`config.mk`:
```
export PLATFORM = sky130hd
export DESIGN_NAME = rcb_port_arb
export DESIGN_NICKNAME = d
export VERILOG_FILES = /design/src/rtl/rcb_port_arb.sv
export SDC_FILE = /design/constraint.sdc
export NUM_CORES = 2
export LEC_CHECK = 0
export CAP_MARGIN = 20
export CORE_ASPECT_RATIO = 0.7
export CORE_MARGIN = 2
export CORE_UTILIZATION = 57
export DETAILED_ROUTE_END_ITERATION = 10
export GPL_TIMING_DRIVEN = 0
export PLACE_DENSITY = 0.92
export SYNTH_ARGS = -nofsm -noshare
export SYNTH_HDL_FRONTEND = slang
export SYNTH_SLANG_ARGS = --single-unit
```
`constraint.sdc`:
```
create_clock -name clk -period 8 [get_ports clk]
set_input_delay 1.6 -clock clk [delete_from_list [all_inputs] [get_ports clk]]
set_output_delay 1.6 -clock clk [all_outputs]
set_load 0.02 [all_outputs]
```
`src/rtl/rcb_port_arb.sv`:
```
// Single-port RAM arbiter: strategy reads always win, host writes wait in a FIFO.
// Reads forward the newest queued write to the same address.
module rcb_port_arb #(
    parameter int ADDR_WIDTH   = 14,
    parameter int DATA_WIDTH   = 128,
    parameter int WQ_DEPTH     = 4,
    parameter int STARVE_LIMIT = 8
) (
    input  logic                          clk,
    input  logic                          reset_n,
    input  logic                          sef_rd,
    input  logic [ADDR_WIDTH-1:0]         sef_rd_addr,
    output logic                          rd_valid,
    output logic [DATA_WIDTH-1:0]         rd_data,
    input  logic                          hpb_wr_valid,
    output logic                          hpb_wr_ready,
    input  logic [ADDR_WIDTH-1:0]         hpb_wr_addr,
    input  logic [DATA_WIDTH-1:0]         hpb_wr_data,
    output logic                          ram_en,
    output logic                          ram_we,
    output logic [ADDR_WIDTH-1:0]         ram_addr,
    output logic [DATA_WIDTH-1:0]         ram_wdata,
    input  logic [DATA_WIDTH-1:0]         ram_rdata,
    output logic [$clog2(WQ_DEPTH):0]     wq_count,
    output logic                          starve_evt
);

    localparam int PW = $clog2(WQ_DEPTH);
    localparam int CW = PW + 1;

    logic [ADDR_WIDTH-1:0] addr_q [WQ_DEPTH];
    logic [DATA_WIDTH-1:0] data_q [WQ_DEPTH];
    logic [PW-1:0]         wr_ptr;
    logic [PW-1:0]         rd_ptr;
    logic [CW-1:0]         count;
    logic [7:0]            blk_cnt;
    logic                  fwd_hit_q;
    logic [DATA_WIDTH-1:0] fwd_data_q;
    logic [DATA_WIDTH-1:0] rd_hold;

    logic                  q_nonempty;
    logic                  push;
    logic                  pop;
    logic                  blocked;
    logic                  fwd_hit;
    logic [DATA_WIDTH-1:0] fwd_data;
    logic [PW-1:0]         idx;

    assign q_nonempty   = (count != '0);
    assign hpb_wr_ready = (count < CW'(WQ_DEPTH));
    assign push         = hpb_wr_valid && hpb_wr_ready;
    assign pop          = reset_n && !sef_rd && q_nonempty;
    assign blocked      = sef_rd && q_nonempty;
    assign wq_count     = count;

    // RAM port mux: reads take the port, otherwise drain the queue head
    always_comb begin
        ram_en    = reset_n && (sef_rd || q_nonempty);
        ram_we    = pop;
        ram_addr  = sef_rd ? sef_rd_addr : addr_q[rd_ptr];
        ram_wdata = data_q[rd_ptr];
    end

    // Newest occupied queue entry matching the read address
    always_comb begin
        fwd_hit  = 1'b0;
        fwd_data = '0;
        idx      = '0;
        for (int i = 0; i < WQ_DEPTH; i++) begin
            idx = rd_ptr + PW'(i);
            if (CW'(i) < count && addr_q[idx] == sef_rd_addr) begin
                fwd_hit  = 1'b1;
                fwd_data = data_q[idx];
            end
        end
    end

    // Queue storage, written on accept
    always_ff @(posedge clk) begin
        if (push) begin
            addr_q[wr_ptr] <= hpb_wr_addr;
            data_q[wr_ptr] <= hpb_wr_data;
        end
    end

    // Queue pointers and occupancy
    always_ff @(posedge clk or negedge reset_n) begin
        if (!reset_n) begin
            wr_ptr <= '0;
            rd_ptr <= '0;
            count  <= '0;
        end else begin
            if (push)
                wr_ptr <= wr_ptr + PW'(1);
            if (pop)
                rd_ptr <= rd_ptr + PW'(1);
            if (push && !pop)
                count <= count + CW'(1);
            else if (pop && !push)
                count <= count - CW'(1);
        end
    end

    // Read pipeline: valid and forward capture one cycle after the strobe
    always_ff @(posedge clk or negedge reset_n) begin
        if (!reset_n) begin
            rd_valid   <= 1'b0;
            fwd_hit_q  <= 1'b0;
            fwd_data_q <= '0;
            rd_hold    <= '0;
        end else begin
            rd_valid <= sef_rd;
            if (sef_rd) begin
                fwd_hit_q  <= fwd_hit;
                fwd_data_q <= fwd_data;
            end
            if (rd_valid)
                rd_hold <= rd_data;
        end
    end

    // Read data: forwarded or RAM while valid, held value otherwise
    always_comb begin
        if (rd_valid)
            rd_data = fwd_hit_q ? fwd_data_q : ram_rdata;
        else
            rd_data = rd_hold;
    end

    // Starvation counter and single-cycle event on reaching the limit
    always_ff @(posedge clk or negedge reset_n) begin
        if (!reset_n) begin
            blk_cnt    <= '0;
            starve_evt <= 1'b0;
        end else begin
            starve_evt <= blocked && (blk_cnt == 8'(STARVE_LIMIT - 1));
            if (!blocked)
                blk_cnt <= '0;
            else if (blk_cnt != 8'hFF)
                blk_cnt <= blk_cnt + 8'd1;
        end
    end

endmodule

```
==> metrics.md <==
| Metric | Value |
|---|---|
| Status | complete, no violations |
| I/O pin cnt | 566 |
| Max Clock Freq | approximately 0.14 GHz |
| Slew margin rel. | 0.1834 |
| Critical Path Start Type | flip-flop |
| Worst slack, placed | approximately 1400 ps |
| Average wire per standard cell | 29.18 um |
| Crit path largest cell delay | just under 900 ps |
| Initial Utilization | 0.5758 |
| Endpoint type of the worst setup path | primary output |
| Min Clock Period, post-route | 7335 ps |
| Unrepaired setup endpoints after global routing | false |
| Total grt overflow | 0 |
| Post-synthesis net count | 4,091 |
| EDFF count, synth | ~570 |
| Commonest non-fill, non-tap cell in the layout | mux2i_1 |
| Post-CTS Hold Buffers | 0 |
| Clock power share | 0.220 |
| Final net count | 4,754 |
| Slew at the pin closest to its max-slew limit | between 1000 and 1500 ps |
| Post-detailed-route count of antenna-violating nets | 0 |
| Clk sinks | 842 |
| Final cell count without fillers | 5,637 |
| Worst hold margin | 492.7 ps |
| Layout Skew | 32.08 ps |
| Placer congestion estimate | around 0.96 |
| Total power draw | 19.41 mW |
| Count of yosys warnings during synthesis | 0 |
| Number of buffers added on ports | around 550 |
| FF-to-FF path depth | 15 |
| Half-perimeter wire length after detailed placement | 113.8 mm |
| Initial DRC count | 5,728 |
| Final routed DRC violation total | 0 |
| Clock tree from TritonCTS | done |
| Synthesized area per cell | 12.24 sq um |
| Power dissipated by switching net loads | between 7 and 8 mW |
| Post-cts sizing count | 0 |
| Crit path required time | 6400 ps |
| CTS H-tree lvls | 3 |
| Height of the die | 242.8 um |
| Total non-filler cell area in the finished layout | 0.05690 sq mm |
| Worst skew pair latency | ~650 ps |
| Post-Syn Instances | 3,793 |
| Fraction of final layout cells with drive strength greater than 1 | 0.1530 |
| Most frequent cells in the layout | mux2i_1, edfxtp_1, clkdlybuf4s50_1 |
| Maximum number of pins on one net before global-route repair | 101 |
| Startpoint of the most critical hold path | fwd_data_q[108] |
| Routed via count | between 30,000 and 40,000 |
| Share of synthesized registers carrying an async set or reset | 0.3254 |
| Horizontal die dimension | ~350 um |
| Number of buffers created by CTS | 85 |
| Area of the core | 0.08066 sq mm |
| Crit Path Max Fanout | 10 |
| Post-synthesis to final-layout area growth | 22.53% |
| Buf/Inv on CP | 9 |
| Slowest library cell on the worst path | clkbuf_1 |
| Number of hold violations in the final report | 0 |
| Vias in the first global route | 37,840 |
| Number of antenna violations at the first check in global routing | 45 |
| Number of slew-limit violations in the final report | 0 |
| Cell chosen for the clock root | clkbuf_16 |
| Most used flip-flop cell after synthesis | edfxtp_1 |
| Cell total after placement | 5,437 |
| Worst setup startpoint | rd_ptr[1] |
| RR Startpoint | rd_ptr[0] |
| Setup_tns | 0 ps |
| Combinational share of power | 0.502 |
| Post-synth cell types | 58 |
| Worst-path clk slew | 60 ps |
| Min-delay worst type | flip-flop to flip-flop |
| Drt total wl | 164.5 mm |
| Max-Cap Viols | 0 |
| Buffers inserted during post-CTS setup optimization | 0 |
| Die footprint | 0.08381 sq mm |
| Area of the mapped netlist | 0.04644 sq mm |
| Final Cycle Share | 0.9169 |
| Portion of total power attributed to sequential cells | 0.278 |
| Aggregate global-route resource usage | 0.3793 |
| Net switching fraction of the power | 0.4092 |
| Worst setup slack for register-to-register paths | 2860 ps |
| Count of endpoints failing setup in the final report | 0 |
| Largest buffer count on any clock path | 3 |
| Pleak | 21.98 nW |
| R2r endpoint | fwd_data_q[68] |
| Detailed Routing Iterations Pass 1 | 6 |
| Final core utilization | 0.7054 |
| First-pass GRT wire length | 239.5 mm |
| Worst Hold Path Cells | 2 |
| Post-Place Cell Area | 0.05384 sq mm |
| Internal | 11.47 mW |
| Destination of the worst hold path | fwd_data_q[108] |
| Category of the critical setup timing path | flip-flop to primary output |
| Family with the most delay on the worst path | buffers and inverters |
| Arrival time reported for the critical path endpoint | 5740 ps |
| Worst-case setup margin in the final layout | roughly 660 ps |
| Maximum ir drop on the vdd rail | roughly 210 uV |
| Number of cell rows | 87 |
| Crit-path cells | buf_6 -> buf_8 -> buf_12 -> buf_4 -> buf_2 -> clkbuf_1 -> clkbuf_1 -> buf_2 -> mux2i_1 -> a21oi_1 -> clkdlybuf4s50_1 |
| Vias per std cell | 6.848 |
| Post-synthesis sequential area ratio | 0.5149 |
| P per Cell Area | 341.2 mW/mm^2 |
| Register bit total from synthesis | roughly 840 |
## power by group through the flow
| stage | clock [mW] | sequential (mW) | combinational (mW) |
|---|---|---|---|
| 6_report | 4.26 | 5.40 | 9.75 |
| 5_1_grt | 4.44 | 5.43 | 10.1 |
| 4_1_cts | 4.26 | 5.39 | 9.46 |
| 3_5_place_dp | 0 | 5.47 | 9.37 |
| 3_3_place_gp | 0 | 5.57 | 9.10 |
| 2_1_floorplan | 0 | 5.48 | 5.96 |
## layout make-up
cell class,count,area [sq um]
Clock buffer,121,2511
Buffer,333,1733
Fill cell,5310,23760
Timing Repair Buffer,576,6053
Clock inverter,38,444.2
Tap cell,1068,1336
Multi-Input combinational cell,2602,20750
Inverter,16,60.06
Antenna cell,41,102.6
Sequential cell,842,23910
## how the worst max path moves through the flow
| stage | endpoint | slack (ps) | cells after the start |
|---|---|---|---|
| 6_report | ram_wdata[89] | 660 | 11 |
| 3_3_place_gp | ram_we | -8520 | 4 |
| 4_1_cts | ram_wdata[89] | 710 | 11 |
| 2_1_floorplan | addr_q[0][0] | 2250 | 3 |
| 3_5_place_dp | ram_wdata[89] | 1430 | 11 |
| 5_1_grt | ram_wdata[89] | 460 | 11 |
## layer usage
layer  wire [um]  global-route usage  up-vias
li1            -                   -    15860
met1       60900              0.5064    18770
met2       70560              0.5525     3287
met3       22790              0.1174      677
met4       10120              0.2122       14
met5          92                   0        -
## synthesized netlist by cell type (2+ instances only)
cell         n  area (sq um)
a2111o_1     2         22.52
a21oi_1    515          2577
a221oi_1     8         70.07
a221oi_2   120          1802
a222oi_1     2         20.02
a22oi_1      2         15.01
a2bb2oi_1  129          1130
and2_1       4         25.02
buf_1       34         127.6
buf_12      16         320.3
buf_2       82         410.4
buf_4       13         97.59
buf_6        6         67.56
clkbuf_1   178         668.1
clkbuf_4     3         22.52
dfrtp_1    274          6857
edfxtp_1   568         17060
ha_1        10         125.1
inv_1       15         56.30
mux2_2     141          1588
mux2i_1    795          7958
mux4_1      17         446.7
mux4_2      24         540.5
nand2_1     33         123.9
nand3_1      8         40.04
nand4_1      9         56.30
nor2_1     406          1524
nor2b_1      2         12.51
nor3_1       5         25.02
nor3b_1      3         22.52
nor4_1       4         25.02
o21ai_0    151         755.7
o21ai_1      8         40.04
o21ai_2    120          1051
o22ai_1      3         18.77
or4_1        4         30.03
xnor2_1     49         429.2
xor2_1      10         87.58
## cells by family (layout without fill, tap and decap cells)
group	count (synthesis)	in the layout	synth area share
compound gates	1071	1071	0.1639
xor+xnor	59	59	0.01113
fa+ha+maj	10	10	0.002694
buf+inv	349	1084	0.03853
flops	842	842	0.5149
mux	977	977	0.2268
other cells	0	41	0
simple gates	485	485	0.04203
## worst reg2reg max path, cell delays in order (launching register included)
cell and delay, ps:
dfrtp_1 340, buf_6 180, buf_12 190, buf_12 170, buf_12 160, buf_2 350, mux4_2 400, xnor2_1 410
nand4_1 350, nor4_1 910, nand2_1 220, clkbuf_1 440, buf_8 320, clkbuf_1 310, a2bb2oi_1 260, o21ai_2 80
## sequential cells by signal, indices dropped and copies added, names as in the netlist
name / cells
blk_cnt: 8
wq_count: 3
starve_evt: 1
fwd_hit_q: 1
addr_q: 56
rd_valid: 1
wr_ptr: 2
data_q: 512
rd_hold: 128
rd_ptr: 2
fwd_data_q: 128
Power figures use the tool's default switching activity.
